--- src/rtl/hdmi_audio_fifo_pkg.sv ---
// Shared definitions for the HDMI stereo PCM elastic buffer: state encoding and
// default geometry.
package hdmi_audio_fifo_pkg;

  localparam int unsigned AF_DEPTH_LOG2 = 3;
  localparam int unsigned AF_WIDTH      = 16;

  typedef enum logic [1:0] {
    AF_IDLE  = 2'd0,
    AF_PRIME = 2'd1,
    AF_RUN   = 2'd2
  } af_state_e;

endpackage

--- src/rtl/hdmi_audio_fifo.sv ---
// Stereo PCM elastic buffer feeding the HDMI encoder audio inputs; primes to half
// full, pops one entry per encoder sample strobe, mutes on disable.
module hdmi_audio_fifo
  import hdmi_audio_fifo_pkg::*;
#(
  parameter int unsigned DEPTH_LOG2 = AF_DEPTH_LOG2,
  parameter int unsigned WIDTH      = AF_WIDTH
) (
  input  logic                  i_clk,
  input  logic                  i_reset_n,
  input  logic                  i_enable,
  input  logic                  i_in_valid,
  input  logic [WIDTH-1:0]      i_in_l,
  input  logic [WIDTH-1:0]      i_in_r,
  input  logic                  i_sample_req,
  output logic [WIDTH-1:0]      o_out_l,
  output logic [WIDTH-1:0]      o_out_r,
  output logic [DEPTH_LOG2:0]   o_level,
  output logic                  o_underrun,
  output logic                  o_overflow
);

  localparam int unsigned Depth   = 1 << DEPTH_LOG2;
  localparam int unsigned Half    = Depth / 2;
  localparam int unsigned LvlW    = DEPTH_LOG2 + 1;
  localparam logic [DEPTH_LOG2:0] LvlFull = LvlW'(Depth);
  localparam logic [DEPTH_LOG2:0] LvlHalf = LvlW'(Half);

  af_state_e               r_state;
  logic [DEPTH_LOG2-1:0]   r_wr_ptr;
  logic [DEPTH_LOG2-1:0]   r_rd_ptr;
  logic [DEPTH_LOG2:0]     r_level;
  logic [WIDTH-1:0]        r_out_l;
  logic [WIDTH-1:0]        r_out_r;
  logic                    r_underrun;
  logic                    r_overflow;
  logic [2*WIDTH-1:0]      r_mem [Depth];

  logic                    w_run;
  logic                    w_prime;
  logic                    w_empty;
  logic                    w_full;
  logic                    w_pop;
  logic                    w_push;
  logic [DEPTH_LOG2:0]     w_level_next;
  logic [2*WIDTH-1:0]      w_head;

  always_comb begin
    w_run        = (r_state == AF_RUN);
    w_prime      = (r_state == AF_PRIME);
    w_empty      = (r_level == '0);
    w_full       = (r_level == LvlFull);
    w_pop        = w_run && i_sample_req && !w_empty;
    // A push into a full FIFO is legal only when a pop frees the slot this cycle.
    w_push       = (w_run || w_prime) && i_in_valid && (!w_full || w_pop);
    w_level_next = r_level + LvlW'(w_push) - LvlW'(w_pop);
    w_head       = r_mem[r_rd_ptr];
  end

  always_ff @(posedge i_clk) begin
    if (w_push) begin
      r_mem[r_wr_ptr] <= {i_in_l, i_in_r};
    end
  end

  always_ff @(posedge i_clk) begin
    if (!i_reset_n || !i_enable) begin
      r_state    <= AF_IDLE;
      r_wr_ptr   <= '0;
      r_rd_ptr   <= '0;
      r_level    <= '0;
      r_out_l    <= '0;
      r_out_r    <= '0;
      r_underrun <= 1'b0;
      r_overflow <= 1'b0;
    end else begin
      case (r_state)
        AF_IDLE: begin
          r_state    <= AF_PRIME;
          r_underrun <= 1'b0;
          r_overflow <= 1'b0;
        end
        default: begin
          if (w_push) begin
            r_wr_ptr <= r_wr_ptr + DEPTH_LOG2'(1);
          end
          if (w_pop) begin
            r_rd_ptr <= r_rd_ptr + DEPTH_LOG2'(1);
            r_out_l  <= w_head[2*WIDTH-1:WIDTH];
            r_out_r  <= w_head[WIDTH-1:0];
          end else if (w_prime && i_sample_req) begin
            r_out_l  <= '0;
            r_out_r  <= '0;
          end
          r_level    <= w_level_next;
          r_overflow <= i_in_valid && w_full && !w_pop;
          r_underrun <= w_run && i_sample_req && w_empty;
          if (w_prime && (w_level_next >= LvlHalf)) begin
            r_state <= AF_RUN;
          end else if (w_run && i_sample_req && w_empty) begin
            r_state <= AF_PRIME;
          end
        end
      endcase
    end
  end

  assign o_out_l    = r_out_l;
  assign o_out_r    = r_out_r;
  assign o_level    = r_level;
  assign o_underrun = r_underrun;
  assign o_overflow = r_overflow;

endmodule

--- config.mk ---
export PLATFORM = sky130hd
export DESIGN_NAME = hdmi_audio_fifo
export DESIGN_NICKNAME = d
export VERILOG_FILES = /design/src/rtl/hdmi_audio_fifo_pkg.sv /design/src/rtl/hdmi_audio_fifo.sv
export SDC_FILE = /design/constraint.sdc
export NUM_CORES = 1
export LEC_CHECK = 0
export CORE_ASPECT_RATIO = 0.5
export CORE_MARGIN = 8
export CORE_UTILIZATION = 55
export CTS_CLUSTER_SIZE = 20
export DETAILED_ROUTE_END_ITERATION = 10
export PLACE_DENSITY = 0.73
export RECOVER_POWER = 100
export SYNTH_ARGS = -nofsm -noshare
export SYNTH_HDL_FRONTEND = slang
export SYNTH_SLANG_ARGS = --single-unit
--- constraint.sdc ---
create_clock -name i_clk -period 6.6 [get_ports i_clk]
set_input_delay 1.65 -clock i_clk [delete_from_list [all_inputs] [get_ports i_clk]]
set_output_delay 1.65 -clock i_clk [all_outputs]
set_load 0.03 [all_outputs]
=== After elaboration in Yosys (flattened, before gate mapping) ===
Memory sizes are Yosys's and may differ from the RTL's. A register that Yosys moved wholly into a read port is not among the register bits.
Index checks and enable logic that the tools add are counted.

* Input port bits: 37
* Output and inout port bits: 38
* Memories: 1
* Logic and storage cells: 55
* Register bits after elaboration: 46
* Bits in writable memories: 256

* Magnitude comparators: 1
* Equality and inequality tests: 3
* Bitwise logic cells: 1
* Multiplexer cells: 10
* $add $sub $neg: 4
* Reductions and logical operators: 26

{| class="wikitable"
|+ Memories
! name !! depth !! bits a word !! rd ports !! clocked after Yosys merged registers in !! wr ports !! RTL line !! source
|-
| r_mem || 8 || 32 || 1 || 1 || 1 || hdmi_audio_fifo.sv:37 || <nowiki>logic [2*WIDTH-1:0] r_mem [Depth];</nowiki>
|}

{| class="wikitable"
|+ Operators by type and width
! cell !! number
|-
| $mux W16 || 3
|-
| $logic_and A1 B1 Y1 || 9
|-
| $add A3 B1 Y3 const B || 2
|-
| $mux W3 || 2
|-
| $reduce_and A2 Y1 || 3
|-
| $logic_not A1 Y1 || 5
|-
| $add A4 B1 Y4 || 1
|-
| $eq A4 B4 Y1 const B || 1
|-
| $ge A4 B3 Y1 const B || 1
|-
| $logic_not A4 Y1 || 1
|-
| $mux W2 || 2
|-
| $reduce_bool A2 Y1 || 2
|-
| $sub A4 B1 Y4 || 1
|-
| $logic_or A1 B1 Y1 || 3
|-
| $mux W1 || 3
|-
| $reduce_bool A3 Y1 || 1
|-
| $eq A2 B1 Y1 const B || 1
|-
| $eq A2 B2 Y1 const B || 1
|-
| $logic_not A2 Y1 || 1
|-
| $reduce_or A2 Y1 || 1
|-
| $not A1 Y1 || 1
|}

=== Depth between registers and ports, before layout ===
* Depth in word-level cells: 11
* Depth in mapped cells: 11

=== Least setup slack after synthesis ===
Ideal clock, no wire load.

* Kind: in2reg
* From: input port i_sample_req
* To: memory r_mem[0][0] (netlist name) (enable)
* Arrival: 5.082 ns
* Setup slack: 1.017 ns
* Required time: 6.099 ns
* Buffers on the path: 0
* Stages on the path: 3
* Cells stage by stage: nand3b_1 a21o_1 nor4_1

* Longest elaborated chain between the ends: 6

{| class="wikitable"
|+ RTL lines
! what !! RTL line !! source
|-
| start, declared || hdmi_audio_fifo.sv:15 || <nowiki>input logic i_sample_req,</nowiki>
|-
| $logic_and A1 B1 Y1 (2 in series) || hdmi_audio_fifo.sv:53 || <nowiki>w_pop = w_run && i_sample_req && !w_empty;</nowiki>
|-
| $logic_or A1 B1 Y1 || hdmi_audio_fifo.sv:55 || <nowiki>w_push = (w_run || w_prime) && i_in_valid && (!w_full || w_pop);</nowiki>
|-
| $logic_and A1 B1 Y1 || hdmi_audio_fifo.sv:55 ||
|-
| $mux W1 || hdmi_audio_fifo.sv:61 || <nowiki>if (w_push) begin</nowiki>
|-
| $mux W1 (implied by the code) || hdmi_audio_fifo.sv:62 || <nowiki>r_mem[r_wr_ptr] <= {i_in_l, i_in_r};</nowiki>
|-
| end, declared || hdmi_audio_fifo.sv:37 ||
|}

Every way passes these cells.

=== Worst setup path after layout ===
* From: input port i_sample_req
* To: memory r_mem[1][20] (netlist name) (enable)

Same word-level chain as after synthesis.

==> summary.txt <==
Outcome
  • Status: finished with violations
  • Violated checks: max-capacitance violations, max-slew violations

Clock network
  • Clock Path Buffers: 3
  • Clock Sinks: 305
  • Reg clk slew, reported paths: 0.07 ns
  • Clk_lat worst skew: 0.53 ns
  • H-tree depth: 1
  • Post-CTS sizing: 0
  • CTS tree: done
  • Cts hold-fix bufs: 0
  • Clk root buf: clkbuf_16
  • CTS buffer count: 26
  • Post-CTS setup buffer count: 0

Logic synthesis
  • Yosys cell types: 38
  • FFs w/ async S/R, synth: 0
  • Yosys warns: 0
  • Synth Flop Type: edfxtp_1
  • FF+latch count, synth: 305
  • Synth Instances: 548
  • Post-Syn Nets: 596
  • Post-synth EDFFs: 256
  • Syn_area_per_cell: 21.4 sq um
  • Sequential fraction of the synthesis area: 0.739
  • Mapped cell area: 0.0117 sq mm

Setup path
  • Buf/Inv on CP: 2
  • Top cell family by delay on the critical path: buffers and inverters
  • Worst r2r dst: r_mem[1][20]
  • Critical-path cell list: dlygate4sd3_1 > nand3b_1 > a21oi_1 > nand2_1 > nor3_1 > clkbuf_1
  • RR Startpoint: o_level[2]
  • Critical path's largest stage delay: 1.57 ns
  • Critical path required time: 6.71 ns
  • Critical Path Stages: 6
  • Crit path max fanout: 32
  • Critical Path AT: 4.58 ns
  • Setup slack, reg-to-reg: 3.14 ns
  • CP startpoint kind: input port
  • Endpoint class of the critical path: flip-flop
  • Slowest-stage cell, CP: clkbuf_1
  • R2R depth: 7
  • Worst setup path class: in -> reg

Timing
  • Highest clock rate: 224 MHz
  • Worst hold slack: 0.475 ns
  • Final Critical Period: 4.47 ns
  • Slew headroom: -0.443
  • Final setup fails: 0
  • Worst slew pin tran: 2.16 ns
  • Setup TNS: 0 ns
  • Final Slew Violations: 33
  • Crit share post-route: 0.677
  • Worst Clk Skew: 0.00775 ns
  • Hold Vio Cnt, Final: 0
  • RSZ-0062 raised after global routing: no

Final layout
  • Reg area: 0.00867 sq mm
  • Nets: 684
  • Footprint of the multi-input gates: 0.00291 sq mm
  • Fraction of layout cells with a size suffix above 1: 0.130
  • Area delta synth->final: 15.6%
  • Fill cells: 1381
  • ANT cells: 0

Min path
  • HP Class: reg -> reg
  • Hold Startpoint: o_out_r[3]
  • Hold Path Stages: 1
  • Hold endpoint: o_out_r[3]

Route
  • Total Wirelength: 21200 microns
  • DR WL/cell: 22.9 microns
  • Pre-antenna DRT Iters: 5
  • Via-to-Cell Ratio: 5.84
  • DR vias: 5410
  • # DRC: 0
  • First-iteration detailed-routing DRC count: 320
  • Routed Antenna Nets: 0

Placed design
  • GPL Wtd Cong: 0.752
  • PortBufs: 74
  • HPWL after DPL: 12300 microns

Pwr
  • Pwr Density: 268 mW/mm^2
  • Power Total: 3.63 mW
  • Max VDD drop: 0.195 mV
  • P_leak: 4.47 nW

GRT
  • First-pass GRT wire length: 33300 microns
  • Total Routing Usage GR: 0.160
  • Vias in the first global route: 5735
  • GRT overflow: 0
  • Largest net degree at the start of global routing: 65
  • Initial antenna violation count: 0

Floorplan
  • Core area: 0.0207 sq mm
  • Die Ht: 119 microns
  • Die area: 0.0265 sq mm
  • Die X: 223 microns
  • Site Rows: 37
  • I/O pin cnt: 75
  • Starting density of the core: 0.566

Job
  • Maxcap violations: 1
==> cells in the mapped netlist (all sizes together) (3+ instances only) <==
cell type | count | area (sq um)
edfxtp | 256 | 7690
mux4 | 64 | 1660
dfxtp | 49 | 981
a22o | 32 | 280
mux2 | 32 | 360
clkbuf | 16 | 60.1
nor2 | 16 | 60.1
buf | 11 | 103
ha | 10 | 125
nand2 | 9 | 33.8
nor3 | 7 | 45.0
inv | 6 | 22.5
xnor2 | 6 | 52.6
a21oi | 5 | 25.0
a211oi | 3 | 22.5
mux2i | 3 | 30.0
==> worst reg2reg max path: stages (launching register included) <==
cell and delay [ns]:
dfxtp_1 0.32, inv_1 0.08, ha_1 0.23, nand3b_1 0.24
a21oi_1 0.17, nand2_1 0.21, nor3_1 0.20, clkbuf_1 1.57
==> sequential cells by signal, indices dropped and copies added, names as in the netlist, named ones only <==
name	flops
o_overflow	1
r_wr_ptr	3
o_out_l	16
r_mem	256
r_state	2
o_level	4
o_underrun	1
o_out_r	16
r_rd_ptr	3
==> placed cells by master (no fill, tap or decap), types with 2 or more instances in the layout <==
cell type / count
nand2b_1: 2
dfxtp_1: 46
inv_1: 6
a211oi_1: 3
clkinv_1: 7
nor2_4: 3
mux2_2: 32
nor2_1: 13
o21a_1: 2
clkinv_2: 3
clkbuf_8: 2
nand2_1: 9
xnor2_1: 6
a21o_1: 2
xor2_1: 2
bufinv_16: 2
a22o_1: 32
edfxtp_1: 256
a21oi_1: 5
nor3_1: 6
mux2i_1: 3
buf_4: 3
mux4_1: 57
mux4_2: 7
dlygate4sd3_1: 72
ha_1: 10
dfxtp_2: 2
clkbuf_16: 26
clkdlybuf4s50_1: 2
clkbuf_1: 15
==> final cells by class <==
type	count	area share
tap	273	0.0252
sequential	305	0.639
multi-input combinational	210	0.215
timing repair buffer	87	0.0590
inverter	6	0.00166
clock inverter	13	0.00867
clock buffer	33	0.0514
==> per-layer routing <==
| metal | vias up | global-route usage | part of all wire |
|---|---|---|---|
| met5 | - | 0 | 0 |
| met1 | 2771 | 0.226 | 0.47 |
| li1 | 2479 | - | - |
| met4 | 0 | 0.0368 | 0.017 |
| met3 | 31 | 0.0304 | 0.045 |
| met2 | 129 | 0.256 | 0.47 |
==> power by group <==
part	leakage, nW	internal (mW)	switching (mW)
Combinational	1.37	0.0299	0.0448
Clock	0.399	0.823	0.641
Sequential	2.70	2.09	0.00198
==> metrics by stage <==
stage	worst slack, ns	instances	util	instance area, sq um
4_1_cts	2.97	927	0.658	13600
3_3_place_gp	2.53	881	0.618	12800
5_1_grt	1.88	927	0.654	13600
3_5_place_dp	2.39	881	0.618	12800
2_1_floorplan	1.02	548	-	11700
6_report	2.13	927	0.654	13600
==> worst max-delay path by stage <==
| stage | endpoint | slack, ns | start |
|---|---|---|---|
| 2_1_floorplan | r_mem[0][0] | 1.02 | i_sample_req |
| 3_3_place_gp | r_mem[7][20] | 2.53 | i_sample_req |
| 4_1_cts | o_out_l[2] | 2.97 | i_enable |
| 3_5_place_dp | o_out_l[2] | 2.39 | i_reset_n |
| 5_1_grt | r_mem[1][3] | 1.88 | i_sample_req |
| 6_report | r_mem[1][20] | 2.13 | i_sample_req |
==> logic make-up (layout without fill, tap and decap cells) <==
family | after synthesis | after routing | synth area share
compound gates | 50 | 50 | 0.0341
xor+xnor | 8 | 8 | 0.00597
fa+ha+maj | 11 | 11 | 0.0124
buf+inv | 33 | 139 | 0.0158
flops | 305 | 305 | 0.739
mux | 99 | 99 | 0.174
simple gates | 42 | 42 | 0.0188
Note: power is estimated with default switching activity, not from simulation.
